## src/rtl/operand_fetch_pkg.sv

```systemverilog
// Shared widths and bundle types for the operand-fetch stage.
// Operand resolution helper is shared so both read ports resolve identically.
package of_pkg;

   localparam int XLEN  = 32;
   localparam int NREGS = 32;
   localparam int AW    = $clog2(NREGS);

   typedef struct packed {
      logic [AW-1:0] rs1;
      logic [AW-1:0] rs2;
      logic [AW-1:0] rd;
      logic          rd_we;
   } of_issue_t;

   typedef struct packed {
      logic [XLEN-1:0] op1;
      logic [XLEN-1:0] op2;
      logic [AW-1:0]   rd;
      logic            rd_we;
   } of_out_t;

   // reg_file commits at the edge, so a same-cycle writeback must be forwarded.
   function automatic logic [XLEN-1:0] resolve_operand(
      input logic [AW-1:0]   rs,
      input logic [XLEN-1:0] rdata,
      input logic            wb_we,
      input logic [AW-1:0]   wb_addr,
      input logic [XLEN-1:0] wb_data,
      input bit              x0_zero
   );
      logic is_x0;
      is_x0 = x0_zero && (rs == '0);
      if (wb_we && (wb_addr == rs) && !is_x0)
         return wb_data;
      else if (is_x0)
         return '0;
      else
         return rdata;
   endfunction

endpackage

```

## src/rtl/operand_fetch_if.sv

```systemverilog
// Bus bundle between decode, reg_file, writeback, EX and operand_fetch.
// master = surrounding pipeline, slave = operand_fetch.
interface operand_fetch_if;
   import of_pkg::*;

   logic            in_valid;
   logic            in_ready;
   logic [AW-1:0]   in_rs1;
   logic [AW-1:0]   in_rs2;
   logic [AW-1:0]   in_rd;
   logic            in_rd_we;
   logic [AW-1:0]   raddr1;
   logic [AW-1:0]   raddr2;
   logic [XLEN-1:0] rdata1;
   logic [XLEN-1:0] rdata2;
   logic            wb_we;
   logic [AW-1:0]   wb_addr;
   logic [XLEN-1:0] wb_data;
   logic            flush;
   logic            out_valid;
   logic            out_ready;
   logic [XLEN-1:0] out_op1;
   logic [XLEN-1:0] out_op2;
   logic [AW-1:0]   out_rd;
   logic            out_rd_we;

   modport master (
      output in_valid, in_rs1, in_rs2, in_rd, in_rd_we,
      output rdata1, rdata2, wb_we, wb_addr, wb_data, flush, out_ready,
      input  in_ready, raddr1, raddr2,
      input  out_valid, out_op1, out_op2, out_rd, out_rd_we
   );

   modport slave (
      input  in_valid, in_rs1, in_rs2, in_rd, in_rd_we,
      input  rdata1, rdata2, wb_we, wb_addr, wb_data, flush, out_ready,
      output in_ready, raddr1, raddr2,
      output out_valid, out_op1, out_op2, out_rd, out_rd_we
   );

endinterface

```

## src/rtl/operand_fetch_reg_scoreboard.sv

```systemverilog
// Per-register pending-writer bits with combinational hazard queries.
// A writeback releases its register in the same cycle; a concurrent set wins over clear.
module reg_scoreboard
   import of_pkg::*;
#(
   parameter bit X0_ZERO = 1'b1
) (
   input  logic          clk,
   input  logic          reset_n,
   input  logic          wb_we,
   input  logic [AW-1:0] wb_addr,
   input  logic          set_en,
   input  logic [AW-1:0] set_addr,
   input  logic          rel_en,
   input  logic [AW-1:0] rel_addr,
   input  logic [AW-1:0] q_rs1,
   input  logic [AW-1:0] q_rs2,
   input  logic [AW-1:0] q_rd,
   output logic          busy_rs1,
   output logic          busy_rs2,
   output logic          busy_rd
);

   logic [NREGS-1:0] busy;
   logic [NREGS-1:0] busy_nxt;
   logic             set_ok;

   assign set_ok = set_en && !(X0_ZERO && (set_addr == '0));

   assign busy_rs1 = busy[q_rs1] && !(wb_we && (wb_addr == q_rs1));
   assign busy_rs2 = busy[q_rs2] && !(wb_we && (wb_addr == q_rs2));
   assign busy_rd  = busy[q_rd]  && !(wb_we && (wb_addr == q_rd));

   always_comb begin
      busy_nxt = busy;
      if (rel_en)
         busy_nxt[rel_addr] = 1'b0;
      if (wb_we)
         busy_nxt[wb_addr] = 1'b0;
      if (set_ok)
         busy_nxt[set_addr] = 1'b1;
   end

   always_ff @(posedge clk or negedge reset_n) begin
      if (!reset_n)
         busy <= '0;
      else
         busy <= busy_nxt;
   end

endmodule

```

## src/rtl/operand_fetch.sv

```systemverilog
// Operand fetch: reg_file read, writeback bypass, RAW/WAW scoreboard, one-entry output buffer.
// Latency 1 cycle; in_ready drops on hazard, flush, or a held output entry.
module operand_fetch
   import of_pkg::*;
#(
   parameter bit X0_ZERO = 1'b1
) (
   input logic           clk,
   input logic           reset_n,
   operand_fetch_if.slave bus
);

   of_issue_t iss;
   of_out_t   out_q;
   of_out_t   out_d;
   logic      out_vld_q;
   logic      busy_rs1, busy_rs2, busy_rd;
   logic      hazard, ready, accept, release_en;

   assign iss = '{rs1: bus.in_rs1, rs2: bus.in_rs2, rd: bus.in_rd, rd_we: bus.in_rd_we};

   assign bus.raddr1 = iss.rs1;
   assign bus.raddr2 = iss.rs2;

   assign out_d.op1   = resolve_operand(iss.rs1, bus.rdata1, bus.wb_we, bus.wb_addr,
                                        bus.wb_data, X0_ZERO);
   assign out_d.op2   = resolve_operand(iss.rs2, bus.rdata2, bus.wb_we, bus.wb_addr,
                                        bus.wb_data, X0_ZERO);
   assign out_d.rd    = iss.rd;
   assign out_d.rd_we = iss.rd_we;

   assign hazard     = busy_rs1 || busy_rs2 || (iss.rd_we && busy_rd);
   assign ready      = !hazard && !bus.flush && (!out_vld_q || bus.out_ready);
   assign accept     = bus.in_valid && ready;
   // A killed entry never reaches writeback, so its claim on rd must be dropped here.
   assign release_en = bus.flush && out_vld_q && out_q.rd_we;

   reg_scoreboard #(.X0_ZERO(X0_ZERO)) u_sb (
      .clk      (clk),
      .reset_n  (reset_n),
      .wb_we    (bus.wb_we),
      .wb_addr  (bus.wb_addr),
      .set_en   (accept && iss.rd_we),
      .set_addr (iss.rd),
      .rel_en   (release_en),
      .rel_addr (out_q.rd),
      .q_rs1    (iss.rs1),
      .q_rs2    (iss.rs2),
      .q_rd     (iss.rd),
      .busy_rs1 (busy_rs1),
      .busy_rs2 (busy_rs2),
      .busy_rd  (busy_rd)
   );

   always_ff @(posedge clk or negedge reset_n) begin
      if (!reset_n) begin
         out_vld_q <= 1'b0;
         out_q     <= '0;
      end else if (accept) begin
         out_vld_q <= 1'b1;
         out_q     <= out_d;
      end else if (bus.flush || bus.out_ready) begin
         out_vld_q <= 1'b0;
      end
   end

   assign bus.in_ready  = ready;
   assign bus.out_valid = out_vld_q;
   assign bus.out_op1   = out_q.op1;
   assign bus.out_op2   = out_q.op2;
   assign bus.out_rd    = out_q.rd;
   assign bus.out_rd_we = out_q.rd_we;

endmodule

```

## src/flat_wrapper.sv

```systemverilog
// flat-port wrapper written by rule: the top's interface ports become plain ports
module operand_fetch_flat import of_pkg::*;
#(
   parameter bit X0_ZERO = 1'b1
)
  (clk, reset_n, bus_in_valid, bus_in_rs1, bus_in_rs2, bus_in_rd, bus_in_rd_we, bus_rdata1, bus_rdata2, bus_wb_we, bus_wb_addr, bus_wb_data, bus_flush, bus_out_ready, bus_in_ready, bus_raddr1, bus_raddr2, bus_out_valid, bus_out_op1, bus_out_op2, bus_out_rd, bus_out_rd_we);
  operand_fetch_if bus_i ();
  input logic clk;
  input logic reset_n;
  input wire logic [$bits(bus_i.in_valid)-1:0] bus_in_valid;
  input wire logic [$bits(bus_i.in_rs1)-1:0] bus_in_rs1;
  input wire logic [$bits(bus_i.in_rs2)-1:0] bus_in_rs2;
  input wire logic [$bits(bus_i.in_rd)-1:0] bus_in_rd;
  input wire logic [$bits(bus_i.in_rd_we)-1:0] bus_in_rd_we;
  input wire logic [$bits(bus_i.rdata1)-1:0] bus_rdata1;
  input wire logic [$bits(bus_i.rdata2)-1:0] bus_rdata2;
  input wire logic [$bits(bus_i.wb_we)-1:0] bus_wb_we;
  input wire logic [$bits(bus_i.wb_addr)-1:0] bus_wb_addr;
  input wire logic [$bits(bus_i.wb_data)-1:0] bus_wb_data;
  input wire logic [$bits(bus_i.flush)-1:0] bus_flush;
  input wire logic [$bits(bus_i.out_ready)-1:0] bus_out_ready;
  output wire logic [$bits(bus_i.in_ready)-1:0] bus_in_ready;
  output wire logic [$bits(bus_i.raddr1)-1:0] bus_raddr1;
  output wire logic [$bits(bus_i.raddr2)-1:0] bus_raddr2;
  output wire logic [$bits(bus_i.out_valid)-1:0] bus_out_valid;
  output wire logic [$bits(bus_i.out_op1)-1:0] bus_out_op1;
  output wire logic [$bits(bus_i.out_op2)-1:0] bus_out_op2;
  output wire logic [$bits(bus_i.out_rd)-1:0] bus_out_rd;
  output wire logic [$bits(bus_i.out_rd_we)-1:0] bus_out_rd_we;
  assign bus_i.in_valid = bus_in_valid;
  assign bus_i.in_rs1 = bus_in_rs1;
  assign bus_i.in_rs2 = bus_in_rs2;
  assign bus_i.in_rd = bus_in_rd;
  assign bus_i.in_rd_we = bus_in_rd_we;
  assign bus_i.rdata1 = bus_rdata1;
  assign bus_i.rdata2 = bus_rdata2;
  assign bus_i.wb_we = bus_wb_we;
  assign bus_i.wb_addr = bus_wb_addr;
  assign bus_i.wb_data = bus_wb_data;
  assign bus_i.flush = bus_flush;
  assign bus_i.out_ready = bus_out_ready;
  assign bus_in_ready = bus_i.in_ready;
  assign bus_raddr1 = bus_i.raddr1;
  assign bus_raddr2 = bus_i.raddr2;
  assign bus_out_valid = bus_i.out_valid;
  assign bus_out_op1 = bus_i.out_op1;
  assign bus_out_op2 = bus_i.out_op2;
  assign bus_out_rd = bus_i.out_rd;
  assign bus_out_rd_we = bus_i.out_rd_we;
  operand_fetch #(.X0_ZERO(X0_ZERO)) u_core (.clk(clk), .reset_n(reset_n), .bus(bus_i));
endmodule
```

## config.mk

```make
export PLATFORM = sky130hd
export DESIGN_NAME = operand_fetch_flat
export DESIGN_NICKNAME = d
export VERILOG_FILES = /design/src/rtl/operand_fetch_pkg.sv /design/src/rtl/operand_fetch_if.sv /design/src/rtl/operand_fetch_reg_scoreboard.sv /design/src/rtl/operand_fetch.sv /design/src/flat_wrapper.sv
export SDC_FILE = /design/constraint.sdc
export NUM_CORES = 1
export LEC_CHECK = 0
export ABC_AREA = 1
export BUFFER_PORTS_ARGS = -buffer_cell sky130_fd_sc_hd__clkbuf_2
export CAP_MARGIN = 20
export CORE_ASPECT_RATIO = 1.25
export CORE_MARGIN = 2
export CORE_UTILIZATION = 35
export CTS_CLUSTER_SIZE = 30
export DETAILED_ROUTE_END_ITERATION = 12
export PLACE_DENSITY_LB_ADDON = 0.05
export SLEW_MARGIN = 15
export SYNTH_ARGS = -nofsm -noshare
export SYNTH_HDL_FRONTEND = slang
export SYNTH_HIERARCHICAL = 1
export SYNTH_SLANG_ARGS = --single-unit
export TNS_END_PERCENT = 100
```

## constraint.sdc

```tcl
create_clock -name clk -period 3.8 [get_ports clk]
set_input_delay 0.19 -clock clk [delete_from_list [all_inputs] [get_ports clk]]
set_output_delay 0.19 -clock clk [all_outputs]
set_load 0.01 [all_outputs]
```

# Word-level counts from Yosys, hierarchy flattened
# Cells that the tools add are included.
# Widths: inputs -> output; s select.
# op_classes
n_reduce_logical,36
eq_ne,3
bitwise_logic,5
magnitude_cmp,8
muxes,21
# op_table
op,n
$mux 32,7
$and 32x32->32,2
$not 32->32,2
$or 32x32->32,1
$lt 5x6->1 const B,5
$logic_and 1x1->1,19
$bmux 1 s5,3
$demux 1 s5,3
$eq 5x5->1,3
$ge 5x1->1 const B,3
$logic_not 5->1,3
$logic_not 1->1,9
$mux 1,8
$logic_or 1x1->1,4
$reduce_bool 2->1,1
# word_totals
wordCells,79
reg_bits,103
input_bits,123

# Logic depth before layout (Yosys ltp)
# depth
ltp_word,13
ltp_mapped,18
ltp_nobuf,16

# Cells and area by module
# Netlist, hierarchy kept.
# modules_own_cells
module,area_each_um2,n_inst,cells_each
operand_fetch,4317.9,1,630
reg_scoreboard,2743.9,1,428

# Worst setup path before layout
# No wires, ideal clock.
# synth_timing
path_kind,input to register
start,in bus_in_rs2[0]
end,reg u_core.u_sb.busy[13]
slack_ns,1.766
setup_ns,0.083
stages,17
arrival_ns,1.951
cell_sequence,buf_6 -> inv_4 -> buf_6 -> nand2_1 -> nand3_1 -> nand3_1 -> nand3_1 -> nand3_1 -> nand2_1 -> nor2_1 -> nor2_1 -> nand2_1 -> nor3_4 -> nand2_2 -> nor2_1 -> nand3_1 -> o21ai_0
# synth_via
elab_chain_cells,13
# synth_lines
item,line_no,text
from (decl),flat_wrapper.sv:12,input wire logic [$bits(bus_i.in_rs2)-1:0] bus_in_rs2;
"parallel branches: the longest is 3 deep, another holds $bmux 1 s5",--,
$logic_and 1x1->1 *,operand_fetch_reg_scoreboard.sv:31,assign busy_rs2 = busy[q_rs2] && !(wb_we && (wb_addr == q_rs2));
via u_core.busy_rs2,operand_fetch.sv:17,"logic busy_rs1, busy_rs2, busy_rd;"
$logic_or 1x1->1 * (2 in a row),operand_fetch.sv:32,assign hazard = busy_rs1 || busy_rs2 || (iss.rd_we && busy_rd);
$logic_not 1->1 *,operand_fetch.sv:33,assign ready = !hazard && !bus.flush && (!out_vld_q || bus.out_ready);
$logic_and 1x1->1 * (2 in a row),operand_fetch.sv:33,
via bus_in_ready,flat_wrapper.sv:22,output wire logic [$bits(bus_i.in_ready)-1:0] bus_in_ready;
$logic_and 1x1->1 *,operand_fetch.sv:34,assign accept = bus.in_valid && ready;
$logic_and 1x1->1 *,operand_fetch.sv:43,".set_en (accept && iss.rd_we),"
$logic_and 1x1->1 *,operand_fetch_reg_scoreboard.sv:28,assign set_ok = set_en && !(X0_ZERO && (set_addr == '0));
$mux 32 *,operand_fetch_reg_scoreboard.sv:40,if (set_ok)
via u_core.u_sb.busy_nxt[13],operand_fetch_reg_scoreboard.sv:25,logic [NREGS-1:0] busy_nxt;
to (signal assigned),operand_fetch_reg_scoreboard.sv:48,busy <= busy_nxt;
to (decl),operand_fetch_reg_scoreboard.sv:24,logic [NREGS-1:0] busy;
# Mark *: on every way through the listed nets, which the timed path passes. The select of a mux whose other input is x is not followed.
# A chain may end at the register's enable or synchronous reset.

# Worst setup path in the final report
# layout_timing
start,in bus_in_rd[0]
end,reg u_core.u_sb.busy[5]
# layout_via
elab_chain_cells,13
# layout_lines
item,line_no,text
from (decl),flat_wrapper.sv:13,input wire logic [$bits(bus_i.in_rd)-1:0] bus_in_rd;
"parallel branches: the longest is 3 deep, another holds $bmux 1 s5",--,
$logic_and 1x1->1 *,operand_fetch_reg_scoreboard.sv:32,assign busy_rd = busy[q_rd] && !(wb_we && (wb_addr == q_rd));
via u_core.busy_rd,operand_fetch.sv:17,
$logic_and 1x1->1 *,operand_fetch.sv:32,
$logic_or 1x1->1 *,operand_fetch.sv:32,
$logic_not 1->1 *,operand_fetch.sv:33,
$logic_and 1x1->1 * (2 in a row),operand_fetch.sv:33,
$logic_and 1x1->1 *,operand_fetch.sv:34,
$logic_and 1x1->1 *,operand_fetch.sv:43,
$logic_and 1x1->1 *,operand_fetch_reg_scoreboard.sv:28,
$mux 32 *,operand_fetch_reg_scoreboard.sv:40,
via u_core.u_sb.busy_nxt[5],operand_fetch_reg_scoreboard.sv:25,
# Marks and branches as above.

==> results.py <==
metrics = {
    "synth": {
        "synth_sequential_area_ratio_pct": 36.5,
        "synth-warning-count": 6,
        "netlist-cell-type-count": 27,
        "syn_area_per_cell_um2": 6.67,
        "synthDominantAreaCellType": "sky130_fd_sc_hd__dfrtp_1",
        "synth.top_cells.by_count": "sky130_fd_sc_hd__nand2_1 (407), sky130_fd_sc_hd__nand3_1 (228), sky130_fd_sc_hd__dfrtp_1 (103)",
        "synth_async_sr_flop_share_pct": 100,
        "synth.ff_latch_count": 103,
        "area_share_of_the_leading_cell_type_in_the_synthesized_netlist_pct": 36.5,
        "synth-edff-count": 0,
        "post-synth-top-count-cell": "sky130_fd_sc_hd__nand2_1",
        "synth.net_count": 1181,
        "mappedNetlistArea_um2": 7060,
        "yosys_most_used_dff": "sky130_fd_sc_hd__dfrtp_1",
        "syn-instance-count": 1058,
        "synth.area.top_cells": "sky130_fd_sc_hd__dfrtp_1 (36%), sky130_fd_sc_hd__nand2_1 (22%), sky130_fd_sc_hd__nand3_1 (16%)",
    },
    "sta": {
        "grt_setup_unrepaired": "false",
        "worst-slew-pin-transition_ns": 0.676,
        "post-route-period-util_pct": 71.3,
        "setup-tns-final_ns": 0,
        "finalClockSkew_ns": 0.0151,
        "period_minus_slack_ns": 2.71,
        "setup_violations": 0,
        "final-hold-violation-count": 0,
        "worst_slew_margin_rel_pct": 54.9,
        "max_freq_ghz": 0.369,
        "timing.final.max_slew_violations": 0,
    },
    "clocking": {
        "post_cts.resized_instances": 0,
        "number_of_buffers_inserted_during_clock_tree_synthesis": 9,
        "clock_latency_on_the_worst_skew_pair_ns": 0.37,
        "clock_sink_count": 103,
        "path_clk_slew_ns": 0.08,
        "clk_path_buf_depth": 2,
        "clock_tree_from_tritoncts": "built",
        "clock_tree.root_cell": "sky130_fd_sc_hd__clkbuf_16",
        "cts_max_level": 3,
    },
    "worst_hold_path": {
        "worst_hold_path_type": "in2reg",
    },
    "setup_path": {
        "worst_stage_delay_on_the_critical_path_ns": 0.43,
        "ordered_list_of_cells_on_the_worst_path": "clkbuf_2, inv_2, nand2_1, nand3_1, nand3_1, nand2_1, nand2_1, nand3_1, nand2_1, nor2_1, nand2_1, inv_1, nor3_4, nand2_2, nor2_1, nand3_1, o21ai_0",
        "ff2ff_path_depth": 15,
        "cp-endpoint": "u_core/u_sb/busy[5]$_DFF_PN0_",
        "critical_path_arrival_ns": 2.96,
        "timing.critical_path.mode_cell": "sky130_fd_sc_hd__nand2_1",
        "timing.rr.end": "u_core/u_sb/busy[5]$_DFF_PN0_",
        "worst_ep_required_time_ns": 4.05,
        "worstPathMaxFanout": 26,
        "start_kind": "primary input",
        "cpMaxStageDelayCell": "sky130_fd_sc_hd__clkbuf_2",
        "crit_path_end_kind": "register",
        "regToRegSetupSlack_ns": 1.10,
        "r2r_start": "u_core/u_sb/busy[27]$_DFF_PN0_",
        "worstSetupPathType": "in2reg",
        "worstSetupStartpoint": "bus_in_rd[0]",
    },
    "power_and_ir_drop": {
        "ir_worst_vdd_mv": 0.230,
        "p_per_area_nw_per_um2": 449,
        "cellLeakagePower_nw": 4.70,
    },
    "floorplan": {
        "die_h_um": 163,
        "floorplan.die.width_um": 131,
        "core_region_area_um2": 20000,
        "ioPinCount": 205,
        "dieArea_um2": 21300,
        "count_of_standard_cell_rows": 58,
        "start_util_pct": 35.4,
    },
    "grt": {
        "grt_overflow": 0,
        "grt_start_max_net_pins": 40,
        "grt_usage_pct": 26.6,
        "global_route_wire_length_before_repair_um": 43100,
        "grt_pass1_vias": 7580,
        "number_of_antenna_violations_at_the_first_check_in_global_routing": 1,
    },
    "detailed_routing": {
        "routed_wire_length_per_instance_um": 18.8,
        "drc": 0,
        "routed_wirelength_um": 28100,
        "drt-pass1-iter-count": 5,
        "detail-route-antenna-nets": 0,
        "vias_per_cell": 5.26,
        "dr.first_iter.drc_count": 538,
        "total_via_count_after_detailed_routing": 7873,
    },
    "layout": {
        "layout-area-overhead-vs-synth_pct": 18.4,
        "layout.filler_cells": 2202,
        "design_area_um2": 8360,
        "fraction_of_layout_instances_using_a_drive_strength_above_1_pct": 20.9,
        "numnets_final": 1344,
    },
    "placed_design": {
        "dp_hpwl_um": 20100,
        "numPortBuffers": 204,
        "finalWeightedCongestion": 0.921,
        "dpl-instance-area_um2": 8010,
    },
    "outcome": {
        "status": "complete, no violations",
    },
    "flow_run": {
        "cap_violations": 0,
    },
}
## cell type report
cell class	instances	area (µm²)	area share, %
sequential	103	2580	30.8
clock buffer	9	225	2.69
clock inverter	7	113	1.35
inverter	108	409	4.89
antenna	1	2.50	0.0299
multi-input combinational	783	3570	42.7
timing repair buffer	216	1130	13.5
tap	270	338	4.04
## cells by family after synthesis
kind of cell | after synthesis | share of synthesized area [%]
buf+inv | 172 | 13.0
compound gates | 102 | 9.32
simple gates | 681 | 41.2
flops | 103 | 36.5
## flip-flops by register name (all words and copies together), names as in the netlist
signal                cells
u_core/bus.out_op1       32
u_core/bus.out_op2       32
u_core/u_sb/busy         32
u_core/bus.out_rd         5
u_core/bus.out_rd_we      1
u_core/bus.out_valid      1
## how the worst min path moves through the flow
stage,from,to,slack [ns],cells past startpoint
2_1_floorplan,reset_n,u_core/bus.out_op1[0]$_DFFE_PN0P_,-0.11,0
3_5_place_dp,reset_n,u_core/u_sb/busy[31]$_DFF_PN0_,0.14,1
5_1_grt,bus_flush,u_core/bus.out_valid$_DFFE_PN0P_,0.07,2
3_3_place_gp,reset_n,u_core/u_sb/busy[31]$_DFF_PN0_,0.13,1
4_1_cts,bus_flush,u_core/bus.out_valid$_DFFE_PN0P_,0.05,2
6_report,bus_flush,u_core/bus.out_valid$_DFFE_PN0P_,0.06,2
## cells in the final DEF (no fill, tap or decap), types with 2 or more instances in the layout
| master | Yosys | final |
|---|---|---|
| sky130_fd_sc_hd__nand2_1 | 407 | 407 |
| sky130_fd_sc_hd__nand3_1 | 228 | 228 |
| sky130_fd_sc_hd__clkbuf_2 | 0 | 203 |
| sky130_fd_sc_hd__dfrtp_1 | 103 | 103 |
| sky130_fd_sc_hd__inv_1 | 94 | 94 |
| sky130_fd_sc_hd__o21ai_0 | 43 | 43 |
| sky130_fd_sc_hd__nor2_1 | 34 | 34 |
| sky130_fd_sc_hd__o221ai_1 | 31 | 31 |
| sky130_fd_sc_hd__inv_2 | 12 | 12 |
| sky130_fd_sc_hd__o22ai_1 | 12 | 12 |
| sky130_fd_sc_hd__buf_4 | 20 | 11 |
| sky130_fd_sc_hd__clkbuf_16 | 0 | 9 |
| sky130_fd_sc_hd__a21oi_1 | 8 | 8 |
| sky130_fd_sc_hd__nor2_4 | 4 | 4 |
| sky130_fd_sc_hd__o211ai_1 | 3 | 3 |
| sky130_fd_sc_hd__o21ai_1 | 3 | 3 |
| sky130_fd_sc_hd__bufinv_16 | 0 | 2 |
| sky130_fd_sc_hd__inv_6 | 0 | 2 |
| sky130_fd_sc_hd__nor2_2 | 2 | 2 |
| sky130_fd_sc_hd__nand2_4 | 2 | 2 |
## per-layer routing
layer | vias to the layer above | share of wire, % | global-route usage [%]
met2 | 322 | 49 | 45.2
met5 | - | 0 | 0
li1 | 3777 | - | -
met3 | 68 | 6.4 | 4.96
met1 | 3706 | 40 | 32.4
met4 | 0 | 4.0 | 11.7
## critical path: cells and delay by family
kind	cells	cell delay [ns]
compound gates	1	0.37
buf+inv	3	0.76
simple gates	13	1.65
## report_power, final
part	internal, mW	switching [mW]	total, mW
clock network	0.594	0.482	1.08
logic	0.419	0.707	1.13
registers	1.35	0.204	1.56
total	2.37	1.39	3.76
## stage by stage
| stage | hold WS, ns | total power [mW] | worst slack (ns) | std cells | utilization [%] |
|---|---|---|---|---|---|
| 2_1_floorplan | -0.106 | 2.15 | 1.77 | 1058 | - |
| 3_3_place_gp | 0.134 | 2.70 | 0.799 | 1479 | 40.2 |
| 3_5_place_dp | 0.138 | 2.70 | 0.830 | 1479 | 40.2 |
| 4_1_cts | 0.0506 | 3.79 | 1.16 | 1496 | 41.9 |
| 5_1_grt | 0.0692 | 3.99 | 0.836 | 1497 | 41.9 |
| 6_report | 0.0609 | 3.76 | 1.09 | 1497 | 41.9 |
## what timing repair did
item,in CTS,in global routing
buffers inserted,0,0
endpoints found under the hold margin,25,0
hold buffers,1,0
(Power assumes the default switching activity.)
